==> src/rtl/ntt_pkg.sv <==
// rtl/ntt_pkg.sv - shared constants, FSM state type and address helper for the NTT layer sequencer
package ntt_pkg;

    localparam int N          = 256;
    localparam int LOGN       = 8;
    localparam int Q          = 3329;
    localparam int NUM_LAYERS = 7;
    localparam int MEM_LAT    = 1;
    localparam int PE_LAT     = 6;

    typedef enum logic [1:0] {
        IDLE  = 2'd0,
        ISSUE = 2'd1,
        DRAIN = 2'd2,
        FIN   = 2'd3
    } state_t;

    typedef struct packed {
        logic [LOGN-1:0] addr_u;
        logic [LOGN-1:0] addr_v;
        logic [LOGN-2:0] tw;
    } issue_t;

    // Butterfly k of a layer: pair addresses and twiddle index.
    // sh is log2(len); the group index g selects the twiddle, o is the offset in the group.
    function automatic issue_t calc_issue(input logic [LOGN-2:0] k,
                                          input logic [2:0]      layer,
                                          input logic            mode);
        issue_t          r;
        logic [3:0]      sh;
        logic [LOGN-1:0] len;
        logic [LOGN-1:0] g;
        logic [LOGN-1:0] o;
        logic [LOGN-1:0] u;
        logic [LOGN-1:0] t;
        sh  = mode ? ({1'b0, layer} + 4'd1) : (4'd7 - {1'b0, layer});
        len = LOGN'(1) << sh;
        g   = {1'b0, k} >> sh;
        o   = {1'b0, k} & (len - LOGN'(1));
        u   = (g << (sh + 4'd1)) | o;
        t   = mode ? ((LOGN'(N/2) >> layer) - LOGN'(1) - g)
                   : ((LOGN'(1) << layer) + g);
        r.addr_u = u;
        r.addr_v = u + len;
        r.tw     = t[LOGN-2:0];
        return r;
    endfunction

endpackage

==> src/rtl/ntt_delay_line.sv <==
// rtl/ntt_delay_line.sv - fixed-depth shift register carrying a valid bit and a data word
module ntt_delay_line #(
    parameter int DEPTH = 7,
    parameter int WIDTH = 16
) (
    input  logic             clk,
    input  logic             rst_n,
    input  logic             i_valid,
    input  logic [WIDTH-1:0] i_data,
    output logic             o_valid,
    output logic [WIDTH-1:0] o_data,
    output logic [DEPTH-1:0] o_valid_vec
);

    logic [DEPTH-1:0] r_valid;
    logic [WIDTH-1:0] r_data [DEPTH];

    // Shift every stage by one each cycle; bubbles travel as valid=0 entries.
    always_ff @(posedge clk or negedge rst_n) begin
        if (!rst_n) begin
            r_valid <= '0;
            for (int i = 0; i < DEPTH; i++) begin
                r_data[i] <= '0;
            end
        end else begin
            r_valid[0] <= i_valid;
            r_data[0]  <= i_data;
            for (int i = 1; i < DEPTH; i++) begin
                r_valid[i] <= r_valid[i-1];
                r_data[i]  <= r_data[i-1];
            end
        end
    end

    assign o_valid     = r_valid[DEPTH-1];
    assign o_data      = r_data[DEPTH-1];
    assign o_valid_vec = r_valid;

endmodule

==> src/rtl/ntt_layer_issue.sv <==
// rtl/ntt_layer_issue.sv - walks one NTT/INTT layer, issuing pair reads and aligned write-backs
module ntt_layer_issue
    import ntt_pkg::*;
#(
    parameter int N       = ntt_pkg::N,
    parameter int ADDR_W  = ntt_pkg::LOGN,
    parameter int TW_W    = ntt_pkg::LOGN - 1,
    parameter int MEM_LAT = ntt_pkg::MEM_LAT,
    parameter int PE_LAT  = ntt_pkg::PE_LAT
) (
    input  logic              clk,
    input  logic              rst,
    input  logic              start,
    input  logic              mode,
    input  logic [2:0]        layer,
    input  logic              hold,
    output logic              busy,
    output logic              done,
    output logic              pe_sel,
    output logic              rd_en,
    output logic [ADDR_W-1:0] rd_addr_u,
    output logic [ADDR_W-1:0] rd_addr_v,
    output logic [TW_W-1:0]   tw_idx,
    output logic              wr_en,
    output logic [ADDR_W-1:0] wr_addr_u,
    output logic [ADDR_W-1:0] wr_addr_v
);

    localparam int DEPTH  = MEM_LAT + PE_LAT;
    localparam int K_LAST = N/2 - 1;

    state_t              r_state;
    state_t              w_next_state;
    logic [ADDR_W-2:0]   r_k;
    logic [2:0]          r_layer;
    logic                r_mode;
    logic [ADDR_W-1:0]   r_rd_addr_u;
    logic [ADDR_W-1:0]   r_rd_addr_v;
    logic [TW_W-1:0]     r_tw;

    logic                w_accept;
    logic                w_issue;
    logic                w_last_k;
    logic                w_line_empty;
    issue_t              w_first;
    issue_t              w_next;
    logic [DEPTH-1:0]    w_valid_vec;
    logic [2*ADDR_W-1:0] w_wr_data;

    assign w_accept = (r_state == IDLE) && start && (layer != 3'd7);
    assign w_issue  = (r_state == ISSUE) && !hold;
    assign w_last_k = (r_k == K_LAST[ADDR_W-2:0]);
    // The output stage leaves on this edge, so only the earlier stages matter.
    assign w_line_empty = ~|w_valid_vec[DEPTH-2:0];

    assign w_first = calc_issue('0, layer, mode);
    assign w_next  = calc_issue(r_k + 1'b1, r_layer, r_mode);

    // State register.
    always_ff @(posedge clk or negedge rst) begin
        if (!rst) begin
            r_state <= IDLE;
        end else begin
            r_state <= w_next_state;
        end
    end

    // Next-state logic for the layer walk.
    always_comb begin
        w_next_state = r_state;
        case (r_state)
            IDLE:    if (w_accept)             w_next_state = ISSUE;
            ISSUE:   if (w_issue && w_last_k)  w_next_state = DRAIN;
            DRAIN:   if (w_line_empty)         w_next_state = FIN;
            FIN:                               w_next_state = IDLE;
            default:                           w_next_state = IDLE;
        endcase
    end

    // Latch the layer on start and precompute the addresses of the butterfly to issue next,
    // so the read outputs are registered and stay put after the final issue.
    always_ff @(posedge clk or negedge rst) begin
        if (!rst) begin
            r_k         <= '0;
            r_layer     <= '0;
            r_mode      <= 1'b0;
            r_rd_addr_u <= '0;
            r_rd_addr_v <= '0;
            r_tw        <= '0;
        end else if (w_accept) begin
            r_k         <= '0;
            r_layer     <= layer;
            r_mode      <= mode;
            r_rd_addr_u <= w_first.addr_u;
            r_rd_addr_v <= w_first.addr_v;
            r_tw        <= w_first.tw;
        end else if (w_issue && !w_last_k) begin
            r_k         <= r_k + 1'b1;
            r_rd_addr_u <= w_next.addr_u;
            r_rd_addr_v <= w_next.addr_v;
            r_tw        <= w_next.tw;
        end
    end

    ntt_delay_line #(
        .DEPTH (DEPTH),
        .WIDTH (2*ADDR_W)
    ) u_wr_delay (
        .clk         (clk),
        .rst_n       (rst),
        .i_valid     (w_issue),
        .i_data      ({r_rd_addr_u, r_rd_addr_v}),
        .o_valid     (wr_en),
        .o_data      (w_wr_data),
        .o_valid_vec (w_valid_vec)
    );

    assign wr_addr_u = w_wr_data[2*ADDR_W-1:ADDR_W];
    assign wr_addr_v = w_wr_data[ADDR_W-1:0];
    assign rd_en     = w_issue;
    assign rd_addr_u = r_rd_addr_u;
    assign rd_addr_v = r_rd_addr_v;
    assign tw_idx    = r_tw;
    assign pe_sel    = r_mode;
    assign busy      = (r_state == ISSUE) || (r_state == DRAIN);
    assign done      = (r_state == FIN);

endmodule

==> config.mk <==
export PLATFORM = sky130hd
export DESIGN_NAME = ntt_layer_issue
export DESIGN_NICKNAME = d
export VERILOG_FILES = /design/src/rtl/ntt_pkg.sv /design/src/rtl/ntt_delay_line.sv /design/src/rtl/ntt_layer_issue.sv
export SDC_FILE = /design/constraint.sdc
export NUM_CORES = 1
export LEC_CHECK = 0
export CAP_MARGIN = 30
export CORE_MARGIN = 2
export CORE_UTILIZATION = 61
export CTS_BUF_LIST = sky130_fd_sc_hd__clkbuf_4
export CTS_CLUSTER_DIAMETER = 200
export CTS_CLUSTER_SIZE = 16
export DETAILED_ROUTE_END_ITERATION = 7
export PLACE_DENSITY = 0.92
export REMOVE_ABC_BUFFERS = 1
export SLEW_MARGIN = 10
export SYNTH_ARGS = -nofsm -noshare
export SYNTH_HDL_FRONTEND = slang
export SYNTH_HIERARCHICAL = 1
export SYNTH_SLANG_ARGS = --single-unit
==> constraint.sdc <==
create_clock -name clk -period 5.1 [get_ports clk]
set_clock_uncertainty 0.1 [all_clocks]
set_input_delay 1.275 -clock clk [delete_from_list [all_inputs] [get_ports clk]]
set_output_delay 1.275 -clock clk [all_outputs]
set_load 0.01 [all_outputs]
==> results.sh, run 1 <==
export IMPL_drt_initial_drc_count=476
export IMPL_htreeDepth=4
export IMPL_antenna_diode_count=0
export IMPL_p_leak_uw=0.003730
export IMPL_gr_total_overflow=0
export IMPL_clk_pin_slew_worst_paths_ps=140
export IMPL_fp_dieW_um=111.4
export IMPL_r2r_setup_slack_ps=380
export IMPL_max_stage_delay_ps=490
export IMPL_path_buf_inv=2
export IMPL_synth_warnings=6
export IMPL_fillers=780
export IMPL_vias=5168
export IMPL_clock_path_buffers=2
export IMPL_syn_cell_area_sq_mm=0.007039
export IMPL_antenna_found_initial=0
export IMPL_io_buffers=51
export IMPL_ctsHoldBuffers=0
export IMPL_max_vdd_ir_drop_mv=0.4459
export IMPL_crit_family="compound AO/OA/AOI/OAI gates"
export IMPL_slew_violations=0
export IMPL_slowest_stage="dfrtp_2"
export IMPL_wire_per_inst_um=20.84
export IMPL_min_path_type="register to register"
export IMPL_final_nets=739
export IMPL_wl_met1_um=7222
export IMPL_drive_gt1_frac=0.1070
export IMPL_dpl_cell_area_sq_mm=0.007570
export IMPL_hold_ws_ps=255.5
export IMPL_stdcell_area_sq_mm=0.007944
export IMPL_finalSetupViolations=0
export IMPL_grt_max_degree=78
export IMPL_seqCellArea_sq_mm=0.003880
export IMPL_start_kind="register"
export IMPL_synth_area_per_cell_sq_um=10.93
export IMPL_place_gp_congestion=0.8769
export IMPL_critical_path_max_fanout=9
export IMPL_core_area_sq_mm=0.01132
export IMPL_period_minus_slack_ps=4717
export IMPL_crit_chain="inv_1, ha_1, nand2_1, and2_1, nor2_1, ha_1, inv_1, nand2_1, a21oi_1, nand3_1, o21ai_0, ha_1, a21o_1, a21oi_1, o31ai_1, a21o_1, o41ai_2, mux2i_1, nand2_1"
export IMPL_via_per_inst=6.123
export IMPL_ant_nets=0
export IMPL_arrival_ps=5040
export IMPL_path_class="register to register"
export IMPL_slew_headroom=0.4635
export IMPL_finalHoldViolations=0
export IMPL_multi_input_area_sq_mm=0.002783
export IMPL_cts_sinks=155
export IMPL_worstMarginPinSlew_ps=796.4
export IMPL_area_growth_pct=12.85
export IMPL_cts_buffers=17
export IMPL_cts_root_buf="clkbuf_4"
export IMPL_wl_met3_um=973
export IMPL_rsz0062_at_grt="no"
export IMPL_grt_pass1_wl_um=28520
export IMPL_end_kind="register"
export IMPL_io_pins=52
export IMPL_start_util=0.6218
export IMPL_max_cap_viol_count=0
export IMPL_cts_tree="built"
export IMPL_drc_errors=0
export IMPL_fin_crit_sh=0.9250
export IMPL_required_ps=5420
export IMPL_die_y_um=111.4
export IMPL_dp_hpwl_um=11610
export IMPL_synthCells=644
export IMPL_outcome="completed"
export IMPL_grt_pass1_vias=5305
export IMPL_dr_wl_met2_um=8875
export IMPL_clk_latency_ps=540
export IMPL_top_layer="met4"
export IMPL_tns_ps=0
export IMPL_postRouteWirelength_um=17590
export IMPL_power_density_mw_per_mm2=724.3
export IMPL_drt_pass1_iter_count=5
export IMPL_dieArea_sq_mm=0.01242
export IMPL_fp_row_count=39
export IMPL_max_clock_freq_ghz=0.2120
export IMPL_grt_usage=0.2934
[registers in the layout, summed over array words and instances (netlist names)]
name,count
pe_sel,1
r_k,7
r_layer,3
r_state,2
rd_addr_u,8
rd_addr_v,8
tw_idx,7
u_wr_delay/o_data,16
u_wr_delay/o_valid_vec,7
u_wr_delay/r_data,96
[cells in the final DEF (no fill, tap or decap), types with 3 or more instances in the layout]
master and n:
dfrtp_1 154, nand2_1 62, nor2_1 53, clkdlybuf4s50_1 50, a21oi_1 44, ha_1 40, inv_1 30, o21ai_0 28
xnor2_1 21, clkbuf_4 17, nand3_1 16, buf_4 16, nor3_1 12, o211ai_1 11, xor2_1 9, a211oi_1 9
a21o_1 8, mux2i_1 8, a31oi_1 7, and3_1 5, and2_1 5, inv_6 5, nand4_1 4, or3_1 4
o21bai_1 4, o21a_1 3, a32oi_1 3, mux2_2 3, o32ai_1 3, nor2b_1 3, fa_1 3
[through the flow]
stage	power (uW)	cells	setup slack, ps	util
finish	5754	844	382.6	0.7017
global route	6124	844	65.06	0.7017
CTS	5653	839	270.0	0.6958
detailed placement	4812	807	339.9	0.6687
global placement	4722	807	531.7	0.6687
floorplan	3700	600	420.2	-
[repair_timing]
item | 4_1_cts | 5_1_grt
endpoints found under the setup margin | 0 | 2
setup buffers | 0 | 3
gates resized for setup | 0 | 1
[worst reg2reg max path, cell delays in order, from the launching register on]
cell	delay, ps
dfrtp_2	490
inv_1	90
ha_1	290
nand2_1	140
and2_1	340
nor2_1	140
ha_1	320
inv_1	100
nand2_1	60
a21oi_1	440
nand3_1	130
o21ai_0	220
ha_1	330
a21o_1	170
a21oi_1	310
o31ai_1	130
a21o_1	220
o41ai_2	260
mux2i_1	250
nand2_1	70
[power by group]
part	switching, uW	internal (uW)	leakage (uW)
combinational	1760	1210	0.00161
sequential	272	1730	0.00196
clock	476	310	0.000161
total	2510	3240	0.00373
[worst paths after layout]
check,startpoint,end,depth (start not counted)
setup / recovery,r_layer[0],rd_addr_v[7],19
hold / removal,u_wr_delay/r_data[46],u_wr_delay/r_data[30],0
setup reg to reg,r_layer[0],rd_addr_v[7],19
hold reg to reg,u_wr_delay/r_data[46],u_wr_delay/r_data[30],0
max in group asynchronous,rst,r_layer[0],2
min in group asynchronous,rst,r_state[0],1
[layer usage]
metal	GRT usage	vias to the layer above
met5	0	-
met4	0.1144	0
met1	0.3899	2582
li1	-	2300
met2	0.4915	235
met3	0.04573	51
[area by class of cell]
type | count | share of cell area
clock buffer | 17 | 0.01607
clock inverter | 15 | 0.02268
inverter | 32 | 0.01512
multi-input combinational | 413 | 0.3503
sequential | 155 | 0.4884
tap | 143 | 0.02252
timing repair buffer | 69 | 0.08490
Power figures use the tool's default switching activity.
==> run 2, diff against run 1 <==
MAX_ROUTING_LAYER = met4   (was not set)
==> results.sh, run 2 (same netlist as run 1, synthesis figures left out) <==
export IMPL_outcome="completed"
export IMPL_ant_nets=0
export IMPL_die_y_um=111.4
export IMPL_power_uw=5665
export IMPL_slew_headroom=0.4229
export IMPL_wire_per_inst_um=20.37
export IMPL_vias=5167
export IMPL_tns_ps=0
export IMPL_r2r_end="rd_addr_v[4]"
export IMPL_drive_gt1_frac=0.1056
export IMPL_core_area_sq_mm=0.01132
export IMPL_area_growth_pct=12.66
export IMPL_dp_cells=811
export IMPL_post_cts_setup_buffer_count=0
export IMPL_via_per_inst=6.122
export IMPL_grt_pass1_wl_um=27530
export IMPL_cts_buffers=17
export IMPL_mostFrequentLayoutCells="155 x dfrtp_1, 62 x nand2_1, 53 x nor2_1"
export IMPL_clock_path_buffers=2
export IMPL_postRouteWirelength_um=17190
export IMPL_io_buffers=51
export IMPL_dieArea_sq_mm=0.01242
export IMPL_rsz0062_at_grt="no"
export IMPL_grt_usage=0.2940
export IMPL_required_ps=5430
export IMPL_largest_reg_flops=96
export IMPL_p_leak_uw=0.003722
export IMPL_start_util=0.6218
export IMPL_clk_latency_ps=540
export IMPL_max_cap_viol_count=0
export IMPL_drt_initial_drc_count=558
export IMPL_cts_tree="built"
export IMPL_clk_pin_slew_worst_paths_ps=140
export IMPL_crit_chain="ha_1, ha_1, mux2i_4, inv_2, o211ai_1, o32ai_2, nor2_1, nor2_1, mux2_2, o2bb2ai_1, ha_1, a21o_1, mux2i_1, o2bb2ai_1, a31o_1, or3_1, a21oi_1, o21ai_1"
export IMPL_place_gp_congestion=1.007
export IMPL_min_path_type="register to register"
export IMPL_finalHoldViolations=0
export IMPL_antenna_diode_count=0
export IMPL_ctsHoldBuffers=0
export IMPL_crit_top_cell="ha_1"
export IMPL_gr_total_overflow=0
export IMPL_worstMarginPinSlew_ps=856.6
export IMPL_htreeDepth=4
export IMPL_min_from="u_wr_delay/r_data[87]"
export IMPL_fp_dieW_um=111.4
export IMPL_end_kind="register"
export IMPL_cts_root_buf="clkbuf_4"
export IMPL_fin_crit_sh=0.9297
export IMPL_top_register="u_wr_delay/r_data"
export IMPL_max_clock_freq_ghz=0.2109
export IMPL_arrival_ps=5070
export IMPL_cts_resized=0
export IMPL_start_kind="register"
export IMPL_dpl_cell_area_sq_mm=0.007627
export IMPL_max_vdd_ir_drop_mv=0.4167
export IMPL_multi_input_area_sq_mm=0.002783
export IMPL_critical_path_max_fanout=11
export IMPL_path_class="register to register"
export IMPL_stdcell_area_sq_mm=0.007930
export IMPL_r2r_setup_slack_ps=360
export IMPL_final_common_cell="dfrtp_1"
export IMPL_slowest_stage="dfrtp_1"
export IMPL_fp_row_count=39
export IMPL_r2r_cells=18
export IMPL_seqCellArea_sq_mm=0.003879
export IMPL_finalSetupViolations=0
export IMPL_slew_violations=0
export IMPL_dp_hpwl_um=12060
export IMPL_whs_endpoint="u_wr_delay/r_data[71]"
export IMPL_instances_no_fill=844
export IMPL_grt_max_degree=87
export IMPL_period_minus_slack_ps=4742
export IMPL_cts_sinks=155
export IMPL_power_density_mw_per_mm2=714.4
export IMPL_grt_pass1_vias=5080
export IMPL_drc_errors=0
export IMPL_io_pins=52
export IMPL_final_nets=739
export IMPL_reg2reg_from="r_layer[0]"
export IMPL_antenna_found_initial=0
export IMPL_hold_depth=0
export IMPL_max_stage_delay_ps=610
export IMPL_fillers=759
export IMPL_drt_pass1_iter_count=5
-- run 2: per-stage QoR --
step | util | hold WS (ps) | setup WS [ps]
after CTS | 0.6992 | 254.3 | 469.8
after floorplan | - | 231.2 | 420.2
after global placement | 0.6700 | 231.7 | 566.1
after detailed placement | 0.6737 | 234.7 | 502.1
final | 0.7005 | 255.7 | 358.3
after global routing | 0.7005 | 253.7 | 95.02
-- run 2: worst max-delay path, delay by kind of cell, from the launching register on --
| family | cells | cell delay [ps] |
|---|---|---|
| multiplexers | 3 | 690 |
| buffers and inverters | 1 | 130 |
| flip-flops | 1 | 610 |
| AO/OA/AOI/OAI | 8 | 1300 |
| AND/OR/NAND/NOR | 3 | 800 |
| adder cells (fa/ha/maj) | 3 | 1030 |
-- run 2: final cells by class --
cell class | count | area share
flip-flops and latches | 155 | 0.4891
multi-input cells | 413 | 0.3509
repair buffers | 69 | 0.08599
well taps | 143 | 0.02256
clock inverters | 15 | 0.02020
clock buffers | 17 | 0.01609
inverters | 32 | 0.01515
-- run 2: how the worst max path moves through the flow --
stage / end / from / cells past startpoint / slack, ps
after floorplan: rd_addr_v[7] / r_layer[0] / 19 / 420
after global placement: rd_addr_v[4] / r_k[0] / 17 / 570
after detailed placement: rd_addr_v[7] / r_layer[0] / 18 / 500
after CTS: rd_addr_v[7] / r_layer[0] / 18 / 470
after global routing: rd_addr_v[7] / r_layer[0] / 18 / 100
final: rd_addr_v[4] / r_layer[0] / 18 / 360
-- run 2: where the power goes --
group          leakage, uW  switching [uW]  internal (uW)  total (uW)
registers          0.00196             264           1720        1990
clock network     0.000148             484            262         746
logic              0.00161            1730           1200        2930
total              0.00372            2480           3180        5670
-- run 2: metal layers --
metal  vias up  global-route usage  wire [um]
li1       2294                   -          -
met1      2590              0.3754       7067
met2       236              0.4825       8687
met3        47             0.04682        963
met4         0              0.1053        474
met5         -                   -          0
